### src/rtl/bcd_convert_arbiter.sv
// rtl/bcd_convert_arbiter.sv - round-robin sharing of one binary-to-BCD converter
module bcd_convert_arbiter #(
  parameter int N_REQ   = 3,
  parameter int BIN_W   = 20,
  parameter int BCD_W   = 28,
  parameter int TIMEOUT = 40
) (
  input  logic                   Clk,
  input  logic                   Rst,
  input  logic [N_REQ-1:0]       Req,
  input  logic [N_REQ*BIN_W-1:0] Req_Bin,
  output logic [N_REQ-1:0]       Ack,
  output logic [BCD_W-1:0]       Res_Bcd,
  output logic                   Timeout_Err,
  output logic                   Busy,
  output logic                   Conv_Start,
  output logic [BIN_W-1:0]       Conv_Bin,
  input  logic [BCD_W-1:0]       Conv_Bcd,
  input  logic                   Conv_Done
);

  localparam int PTR_W = (N_REQ > 1) ? $clog2(N_REQ) : 1;
  localparam int TIM_W = (TIMEOUT > 1) ? $clog2(TIMEOUT) : 1;

  typedef enum logic [1:0] {
    S_IDLE  = 2'd0,
    S_START = 2'd1,
    S_WAIT  = 2'd2
  } state_t;

  state_t             state_q, state_nxt;
  logic [PTR_W-1:0]   grant_q, grant_nxt;
  logic [PTR_W-1:0]   rr_ptr_q, rr_ptr_nxt;
  logic [TIM_W-1:0]   timer_q, timer_nxt;
  logic [N_REQ-1:0]   ack_q, ack_nxt;
  logic [BCD_W-1:0]   res_bcd_q, res_bcd_nxt;
  logic               timeout_err_q, timeout_err_nxt;
  logic               conv_start_q, conv_start_nxt;
  logic [BIN_W-1:0]   conv_bin_q, conv_bin_nxt;
  logic               busy_q, busy_nxt;

  logic               req_any;
  logic [PTR_W-1:0]   pick;

  // Round-robin pick: first active request after the last granted channel
  always_comb begin
    req_any = 1'b0;
    pick    = '0;
    for (int k = 1; k <= N_REQ; k++) begin
      if (!req_any && Req[(int'(rr_ptr_q) + k) % N_REQ]) begin
        req_any = 1'b1;
        pick    = PTR_W'((int'(rr_ptr_q) + k) % N_REQ);
      end
    end
  end

  // Next-state and next-output decode; Ack and Timeout_Err default low so they pulse
  always_comb begin
    state_nxt       = state_q;
    grant_nxt       = grant_q;
    rr_ptr_nxt      = rr_ptr_q;
    timer_nxt       = timer_q;
    ack_nxt         = '0;
    res_bcd_nxt     = res_bcd_q;
    timeout_err_nxt = 1'b0;
    conv_start_nxt  = 1'b0;
    conv_bin_nxt    = conv_bin_q;
    case (state_q)
      S_IDLE: begin
        if (req_any) begin
          state_nxt      = S_START;
          grant_nxt      = pick;
          rr_ptr_nxt     = pick;
          conv_start_nxt = 1'b1;
          conv_bin_nxt   = Req_Bin[int'(pick)*BIN_W +: BIN_W];
        end
      end
      S_START: begin
        timer_nxt = '0;
        state_nxt = S_WAIT;
      end
      S_WAIT: begin
        timer_nxt = timer_q + 1'b1;
        // A completion in the same cycle as the watchdog expiry counts as success
        if (Conv_Done) begin
          res_bcd_nxt = Conv_Bcd;
          ack_nxt     = {{(N_REQ-1){1'b0}}, 1'b1} << grant_q;
          state_nxt   = S_IDLE;
        end else if (timer_q == TIM_W'(TIMEOUT-1)) begin
          ack_nxt         = {{(N_REQ-1){1'b0}}, 1'b1} << grant_q;
          timeout_err_nxt = 1'b1;
          state_nxt       = S_IDLE;
        end
      end
      default: begin
        state_nxt = S_IDLE;
      end
    endcase
    busy_nxt = (state_nxt != S_IDLE);
  end

  // State and registered outputs; reset abandons any conversion in flight
  always_ff @(posedge Clk) begin
    if (Rst) begin
      state_q       <= S_IDLE;
      grant_q       <= '0;
      rr_ptr_q      <= PTR_W'(N_REQ-1);
      timer_q       <= '0;
      ack_q         <= '0;
      res_bcd_q     <= '0;
      timeout_err_q <= 1'b0;
      conv_start_q  <= 1'b0;
      conv_bin_q    <= '0;
      busy_q        <= 1'b0;
    end else begin
      state_q       <= state_nxt;
      grant_q       <= grant_nxt;
      rr_ptr_q      <= rr_ptr_nxt;
      timer_q       <= timer_nxt;
      ack_q         <= ack_nxt;
      res_bcd_q     <= res_bcd_nxt;
      timeout_err_q <= timeout_err_nxt;
      conv_start_q  <= conv_start_nxt;
      conv_bin_q    <= conv_bin_nxt;
      busy_q        <= busy_nxt;
    end
  end

  assign Ack         = ack_q;
  assign Res_Bcd     = res_bcd_q;
  assign Timeout_Err = timeout_err_q;
  assign Busy        = busy_q;
  assign Conv_Start  = conv_start_q;
  assign Conv_Bin    = conv_bin_q;

endmodule

### config.mk
export PLATFORM = sky130hd
export DESIGN_NAME = bcd_convert_arbiter
export DESIGN_NICKNAME = d
export VERILOG_FILES = /design/src/rtl/bcd_convert_arbiter.sv
export SDC_FILE = /design/constraint.sdc
export NUM_CORES = 1
export LEC_CHECK = 0
export CAP_MARGIN = 15
export CORE_UTILIZATION = 44
export DETAILED_ROUTE_END_ITERATION = 8
export GPL_TIMING_DRIVEN = 1
export PLACE_DENSITY = 0.85
export SLEW_MARGIN = 20
export SYNTH_ARGS = -nofsm -noshare
export SYNTH_HDL_FRONTEND = slang
export SYNTH_SLANG_ARGS = --single-unit
### constraint.sdc
create_clock -name Clk -period 4.9 [get_ports Clk]
set_clock_uncertainty 0.2 [all_clocks]
set_input_delay 0.98 -clock Clk [delete_from_list [all_inputs] [get_ports Clk]]
set_output_delay 0.98 -clock Clk [all_outputs]
set_load 0.01 [all_outputs]
==> impl.org, run 1 <==
** Floorplanning
- Top Ports :: 148
- Row generation in the floorplan step produced 29 rows.
- Die boundary width :: 84.4 um
- The floorplan step defined a core boundary enclosing 6460 um2.
- Initial core utilization :: 46.3%
- Die span in y :: 84.4 um
- Area of the die :: 7120 um2

** Global route
- The number of antenna violations at the first check in global routing was 0.
- After global routing the overflow that remains totals 0.
- First-pass GRT wire length :: 13000 um
- Across every metal layer, demand over resource in global routing totals 22.8%.
- Pin count of the biggest net entering global routing :: 34
- Vias in the first global route :: 2913

** Worst setup path
- Critical-path top delay cell :: sky130_fd_sc_hd__clkdlybuf4s50_1
- CP startpoint kind :: input pin
- Largest fanout on the critical path :: 12
- The worst setup path is captured at a register.
- STA puts the critical path data arrival time at 3.53 ns.
- Cell breakdown of the critical path :: clkdlybuf4s50_1, nand2b_1, mux2_2, a211oi_4, buf_4, mux2i_1, a211oi_2
- The worst setup path is of the input pin to register kind.
- At the worst endpoint, the required time is 4.89 ns.
- For this run, the slowest stage of the critical path takes 0.68 ns.

** Routing
- For this run, the detailed router's first-pass iteration total came to 6.
- After detailed routing, the average wire length per cell comes to 14.7 um.
- Using the TritonRoute via totals, the vias-per-cell ratio works out to 5.35.
- The detailed router finished its first iteration with 159 violations.
- In the routed design, unresolved DRC markers number 10.
- Number of vias in the routed layout :: 2953
- Antenna-violating nets left :: 0
- Summed over all layers, the routed wires come to 8100 um.

** STA
- Summed over all failing endpoints, the final setup total negative slack is 0 ns.
- Final Hold Fails :: 0
- Final period demand of the worst path :: 3.54 ns
- RSZ-0062 raised after global routing :: false
- Ratio of final minimum period to clock period :: 72.3%
- Minimum setup slack in the final design :: 1.36 ns
- Max-slew headroom at the worst pin :: 33.3%
- For the pin with the worst max-slew slack, the measured transition is 0.996 ns.
- Peak clock frequency supported by timing :: 282 MHz
- Finish-stage setup viols :: 0
- Final slew viol count :: 0

** Power and ir drop
- Standby leakage power :: 1.65 nW
- Power density over cell area :: 511 nW/um2
- IR analysis of the VDD net gives a maximum drop of 224 uV.

** Logic synthesis
- Top FF cell, synth :: sky130_fd_sc_hd__dfxtp_1
- Sorting the synthesized cells by how often they occur yields sky130_fd_sc_hd__dfxtp_1 (65), sky130_fd_sc_hd__nand2_1 (64), sky130_fd_sc_hd__a21oi_1 (34).
- After synthesis the netlist holds a flip-flop and latch count of 65.
- Cell area after technology mapping :: 2990 um2
- Mapped Cells :: 332
- Of all cell types, the one taking the most synthesized area is sky130_fd_sc_hd__dfxtp_1.
- Unique cell type count in the Yosys netlist :: 50
- EDFF count, synth :: 0
- Of the synthesized area, sequential elements account for 43.6%.
- For this run, the number of Yosys warnings is 0.
- Synthesis produced a netlist with a net count of 435.
- Sorting the synthesized cells by area gives the leading types as sky130_fd_sc_hd__dfxtp_1 (44%), sky130_fd_sc_hd__mux2i_1 (8.0%), sky130_fd_sc_hd__nand2_1 (8.0%).
- Of the post-synthesis cell area, the dominant cell type holds 43.6%.
- Dividing the synthesized area by the synthesized cell count gives 9.00 um2.
- Dominant cell by count in the synthesized netlist :: sky130_fd_sc_hd__dfxtp_1
- Fraction of registers with async set/reset :: 0%

** Status
- The checks that failed: DRC.
- The run finished, with violations left.

** Clock network
- Post-CTS setup buffer count :: 0
- Clock transition at the registers of the reported paths :: 0.07 ns
- TritonCTS built the clock tree.
- Number of hold buffers added after cts :: 0
- Number of gates resized after cts :: 0
- Clock tree synthesis selected as its root buffer the cell sky130_fd_sc_hd__clkbuf_8.
- Counting the buffers created by CTS gives 9.
- Number of sinks driven by the clock tree :: 65
- Clock insertion delay at the later pin of the skew report :: 0.33 ns
- Clock H-tree levels :: 3
- The clock passes through at most 2 buffers.

** Layout
- Post-synthesis to final-layout area growth :: 55.6%
- Fill cells in the final layout number 497.
- Of the cells placed in the final design, the portion with a size suffix greater than 1 is 7.58%.
- Number of antenna diodes :: 0
- The net count of the finished layout is 573.

** Placement
- Placer Congestion :: 0.864
- Buffers placed on the I/O ports in this run total 147.
- Detailed Place HPWL :: 5850 um
- Place WS :: 1.03 ns

** Min path
- Worst min path class :: register to register

** Flow run
- The tool flagged a number of max-cap violations equal to 0.
[cell families after synthesis]
kind of cell               count (synthesis)  share of synthesized area (%)
DFF                                       65                           43.6
adders and majority gates                  9                           3.77
xor gates and xnor gates                   5                           1.47
buffers and inverters                     32                           4.98
muxes                                     26                           8.79
AOI/OAI and AO/OA                         98                           23.4
and+or+nand+nor                           97                           14.1
[power by group]
group / internal [mW] / switching [mW]
clock network: 0.234 / 0.207
logic: 0.584 / 0.655
registers: 0.636 / 0.0620
[area by class of cell]
| type | count | area, um2 | area share, % |
|---|---|---|---|
| clock buffers | 9 | 124 | 2.66 |
| repair buffers | 149 | 1480 | 31.9 |
| clock inverters | 7 | 71.3 | 1.53 |
| flip-flops and latches | 65 | 1300 | 28.0 |
| multi-input cells | 235 | 1540 | 33.1 |
| inverters | 10 | 37.5 | 0.807 |
| well taps | 77 | 96.3 | 2.07 |
[per-layer routing]
layer / vias to the layer above / GRT usage [%] / share of wire, %
li1: 1462 / - / -
met3: 10 / 7.77 / 8.4
met5: - / 0 / 0
met2: 128 / 39.8 / 51
met4: 0 / 8.78 / 0.99
met1: 1353 / 25.8 / 40
[sequential cells by signal (all words and copies together) (netlist names)]
register     flops
grant_q          2
timer_q          6
Conv_Start       1
rr_ptr_q         1
Timeout_Err      1
Ack              3
Conv_Bin        20
Busy             1
Res_Bcd         28
state_q          2
[cell usage in the layout, fill, tap and decap left out, types with 2 or more instances in the layout]
cell and count:
sky130_fd_sc_hd__o21ai_1 3, sky130_fd_sc_hd__o21ai_0 2, sky130_fd_sc_hd__clkbuf_8 9, sky130_fd_sc_hd__buf_4 2, sky130_fd_sc_hd__nor4_1 2, sky130_fd_sc_hd__clkinvlp_4 3, sky130_fd_sc_hd__a21oi_1 34, sky130_fd_sc_hd__a22oi_1 9
sky130_fd_sc_hd__o31a_1 2, sky130_fd_sc_hd__nand2b_1 4, sky130_fd_sc_hd__clkinv_2 2, sky130_fd_sc_hd__o21a_1 2, sky130_fd_sc_hd__nand4_1 4, sky130_fd_sc_hd__clkdlybuf4s50_1 146, sky130_fd_sc_hd__o22ai_1 21, sky130_fd_sc_hd__nor2_1 11
sky130_fd_sc_hd__nor3_1 3, sky130_fd_sc_hd__ha_1 9, sky130_fd_sc_hd__mux2i_1 24, sky130_fd_sc_hd__mux2_2 2, sky130_fd_sc_hd__nand2_1 64, sky130_fd_sc_hd__dfxtp_1 65, sky130_fd_sc_hd__inv_1 9, sky130_fd_sc_hd__a211oi_1 2
sky130_fd_sc_hd__and2_1 2, sky130_fd_sc_hd__a211oi_2 10, sky130_fd_sc_hd__xor2_1 4
[worst paths after layout]
check	endpoint	depth (start not counted)	start	slack [ns]
worst max-delay path	Conv_Bin[7]	7	Req[2]	1.36
worst min-delay path	Res_Bcd[14]	2	Res_Bcd[14]	0.25
worst max register to register	Conv_Bin[7]	7	grant_q[0]	1.64
worst min register to register	Res_Bcd[14]	2	Res_Bcd[14]	0.25
[through the flow]
step	instances	area, um2	hold slack, ns	util [%]	power (mW)
after global routing	552	4650	0.273	72.0	2.53
after detailed placement	536	4450	0.246	69.0	1.95
final	552	4650	0.254	72.0	2.38
after global placement	536	4450	0.241	69.0	1.91
after floorplan	332	2990	0.240	-	1.59
after CTS	552	4650	0.256	72.0	2.40
[critical path, delay by kind of cell]
kind | cells | cell delay, ns
simple gates | 1 | 0.15
mux | 2 | 0.62
buf+inv | 2 | 1.05
compound gates | 2 | 0.73
Note: power is estimated with default switching activity, not from simulation.
==> run 2, diff against run 1 <==
--- a/config.mk
+++ b/config.mk
@@ -6,10 +6,10 @@
 export NUM_CORES = 1
 export LEC_CHECK = 0
 export CAP_MARGIN = 15
-export CORE_UTILIZATION = 44
+export CORE_UTILIZATION = 36
 export DETAILED_ROUTE_END_ITERATION = 8
 export GPL_TIMING_DRIVEN = 1
-export PLACE_DENSITY = 0.85
+export PLACE_DENSITY = 0.74
 export SLEW_MARGIN = 20
 export SYNTH_ARGS = -nofsm -noshare
 export SYNTH_HDL_FRONTEND = slang
==> constraint.sdc (replaced) <==
create_clock -name Clk -period 3.24 [get_ports Clk]
set_clock_uncertainty 0.2 [all_clocks]
set_input_delay 0.648 -clock Clk [delete_from_list [all_inputs] [get_ports Clk]]
set_output_delay 0.648 -clock Clk [all_outputs]
set_load 0.01 [all_outputs]
==> impl.org, run 2 (synthesis results as in run 1) <==
** Floorplanning
- The area of the die is 8670 um2 (was 7120 um2).
- The effective utilization at floorplan was 37.9% (was 46.3%).
- Die span in y :: 93.1 um (was 84.4 um)
- Die boundary width :: 93.1 um (was 84.4 um)
- Placement Rows :: 32 (was 29)
- Top Ports :: 148 (unchanged)
- The standard cell core area came to 7890 um2 (was 6460 um2).

** Placement
- Buffers added on ports :: 147 (unchanged)
- The final RePlAce weighted congestion is 0.903 (was 0.864).
- Detailed Place HPWL :: 6040 um (was 5850 um)
- The cell total after placement was 567 (was 536).

** STA
- Final Hold Fails :: 0 (unchanged)
- The worst slew margin relative to its limit was 32.6% (was 33.3%).
- Total negative setup slack :: 0 ns (unchanged)
- The final hold slack came to 0.254 ns (about the same).
- After layout, the worst path uses 90.7% of the clock period.
- RSZ-0062 raised after global routing :: false (unchanged)
- Final slew viol count :: 0 (unchanged)
- Finish-stage setup viols :: 0 (unchanged)
- Timing would allow up to 340 MHz.
- Measured slew at the worst slew-check pin :: 1.01 ns (was 0.996 ns)
- Subtracting the final worst setup slack from the clock period gives 2.94 ns.

** Min path
- The worst hold path startpoint is Res_Bcd[23] (was Res_Bcd[14]).
- The sink of the worst hold path was Res_Bcd[23] (was Res_Bcd[14]).
- The class of the most critical hold timing path is register to register (unchanged).
- The worst hold path depth is 2 (unchanged).

** Worst setup path
- The type of the worst setup path is register to register (was input pin to register).
- Reg-to-reg critical path startpoint :: grant_q[0] (unchanged)
- The signal arrival time at the worst endpoint came to 2.99 ns (was 3.53 ns).
- Largest fanout on the critical path :: 13 (was 12)
- Endpoint type of the worst setup path :: register (unchanged)
- Critical path's largest stage delay :: 0.84 ns (was 0.68 ns)
- The cell type of the slowest stage on the worst timing path was sky130_fd_sc_hd__a31oi_1 (was sky130_fd_sc_hd__clkdlybuf4s50_1).
- Destination of the worst register-to-register timing path :: Conv_Bin[10] (was Conv_Bin[7])
- CP required :: 3.29 ns (was 4.89 ns)
- Cell breakdown of the critical path: inv_1, ha_1, nor2b_1, o32ai_1, a31oi_1, o22ai_1, a211oi_2 (was clkdlybuf4s50_1, nand2b_1, mux2_2, a211oi_4, buf_4, mux2i_1, a211oi_2).
- The setup slack of the worst register-to-register path came to 0.30 ns (was 1.64 ns).
- The startpoint type of the worst setup path is a register (was input pin).
- Worst-case reg-to-reg path depth :: 7 (unchanged)

** Clock network
- The clock-pin slew reported for the worst setup and hold paths after clock tree synthesis was 0.07 ns (about the same).
- The total clock buffers created by CTS is 9 (unchanged).
- Number of gates resized after cts :: 0 (unchanged)
- The cell at the root of the clock tree is sky130_fd_sc_hd__clkbuf_8 (unchanged).
- The insertion delay to the later sink of the worst-skew pair came to 0.34 ns (was 0.33 ns).
- Number of sinks driven by the clock tree :: 65 (unchanged)
- Clock H-tree levels :: 3 (unchanged)
- CTS max path bufs :: 2 (unchanged)
- The number of hold-repair buffers added at the cts stage is 0 (unchanged).
- Clock tree from TritonCTS :: built (unchanged)
- Post-CTS setup buffer count :: 0 (unchanged)

** Power and ir drop
- Switching Power :: 1.41 mW (was 0.924 mW)
- The clock network power share was 20.8% (was 18.5%).
- Power density over cell area :: 794 nW/um2 (was 511 nW/um2)
- Net Sw Frac :: 37.2% (was 38.9%)
- The power share of the combinational group was 51.4% (was 52.1%).
- Seq pwr share :: 27.8% (was 29.3%)
- Peak ir drop on the vdd network :: 367 uV (was 224 uV)
- The internal power of the cells was 2.37 mW (was 1.45 mW).
- The reported leakage power was 1.69 nW (was 1.65 nW).

** Layout
- Max FFs per register :: 28 (unchanged)
- The area growth from synthesis to layout was 59.3% (was 55.6%).
- The most common library cell in the layout ignoring fill and taps is sky130_fd_sc_hd__clkdlybuf4s50_1 (unchanged).
- Ratio of cells with drive above 1 in the final layout :: 8.52% (was 7.58%)
- Number of antenna diodes :: 0 (unchanged)
- Highest-count cells in the layout ignoring fill and taps :: sky130_fd_sc_hd__clkdlybuf4s50_1 (146), sky130_fd_sc_hd__dfxtp_1 (65), sky130_fd_sc_hd__nand2_1 (64), sky130_fd_sc_hd__a21oi_1 (34), sky130_fd_sc_hd__mux2i_1 (24) (unchanged)
- Nets@finish :: 579 (was 573)
- Number of non-filler instances in the completed layout :: 583 (was 552)
- The final design utilization is 60.4% (was 72.0%).

** Status
- Result of the run: complete, no violations (was finished with violations).

** Routing
- The number of detailed-routing iterations run before antenna repair is 4 (was 6).
- Antenna-violating nets left :: 0 (unchanged)
- Number of vias in the routed layout :: 2956 (was 2953)
- Detailed Route Iter0 Violations :: 86 (was 159)
- Wirelength per Cell :: 14.4 um (was 14.7 um)
- WL met2 :: 4190 um (was 4100 um)
- Detailed route wirelength on metal3 :: 589 um (was 678 um)
- Final wirelength :: 8390 um (was 8100 um)
- Post-route DRC violation count :: 0 (was 10)
- The ratio of routed vias to standard cells was 5.07 (was 5.35).
- Highest layer used for signal routing :: met4 (unchanged)
- Detailed-routing wirelength on met1 :: 3380 um (was 3240 um)

** Flow run
- The max-capacitance violation count is 0 (unchanged).

** Global route
- The number of antenna violations at the first check in global routing came to 0 (unchanged).
- Vias in the first global route :: 2924 (was 2913)
- First-pass GRT wire length :: 13200 um (was 13000 um)
- The total routing usage reported by global routing was 19.3% (was 22.8%).
- Pin count of the biggest net entering global routing :: 33 (was 34)
- Total congestion overflow after global routing :: 0 (unchanged)
## run 2: changes by cell type in the layout (fill, tap and decap cells not counted)
cell                         before  now
sky130_fd_sc_hd__clkinv_2         2    0
sky130_fd_sc_hd__clkbuf_1         0    1
sky130_fd_sc_hd__clkbuf_8         9   11
sky130_fd_sc_hd__clkinv_4         1    0
sky130_fd_sc_hd__clkinvlp_4       3    2
sky130_fd_sc_hd__buf_4            2    8
sky130_fd_sc_hd__bufinv_16        1    2
## run 2: critical path: cells and delay by family (launching register included)
kind                     cells  cell delay, ns
AO/OA/AOI/OAI                4            1.45
adder cells (fa/ha/maj)      1            0.47
flip-flops                   1            0.43
AND/OR/NAND/NOR              1            0.19
buffers and inverters        1            0.12
## run 2: routing by layer
metal,vias to the layer above,GRT usage [%]
li1,1464,-
met3,19,5.37
met1,1357,20.7
met5,-,0
met2,116,34.7
met4,0,9.23
## run 2: power groups by stage
stage                     clock (mW)  sequential [mW]  combinational [mW]
final                          0.786             1.05                1.94
after floorplan                    0             1.12                1.28
after CTS                      0.808             1.05                1.95
after global routing           0.837             1.07                2.11
after detailed placement           0             1.07                1.94
after global placement             0             1.06                1.91
## run 2: layout make-up
type	count	area [um2]
Tap cell	102	128
Timing Repair Buffer	155	1530
Inverter	10	37.5
Clock buffer	12	155
Sequential cell	65	1300
Clock inverter	4	75.1
Multi-Input combinational cell	235	1540
Fill cell	704	3130
## run 2: stage by stage
stage	area (um2)	worst slack, ns	total power [mW]
after floorplan	2990	0.838	2.40
after global placement	4530	0.125	2.97
after detailed placement	4530	0.0791	3.01
after CTS	4760	0.290	3.81
after global routing	4760	0.0409	4.01
final	4760	0.303	3.78
## run 2: worst max-delay path by stage
stage,startpoint,endpoint,slack [ns],cells past startpoint
2_1_floorplan,grant_q[0],Conv_Bin[10],0.84,9
3_3_place_gp,Req[2],Conv_Bin[7],0.13,6
3_5_place_dp,Req[2],Conv_Bin[14],0.08,6
4_1_cts,grant_q[0],Conv_Bin[14],0.29,7
5_1_grt,grant_q[0],Conv_Bin[17],0.04,7
6_report,grant_q[0],Conv_Bin[10],0.30,7
==> run 3, diff against run 2 <==
--- a/config.mk
+++ b/config.mk
@@ -10,6 +10,7 @@
 export DETAILED_ROUTE_END_ITERATION = 8
 export GPL_TIMING_DRIVEN = 1
 export PLACE_DENSITY = 0.74
+export SKIP_LAST_GASP = 1
 export SLEW_MARGIN = 20
 export SYNTH_ARGS = -nofsm -noshare
 export SYNTH_HDL_FRONTEND = slang
==> results of run 3 <==
The final DEF is identical to that of run 2; final timing and power are the same.
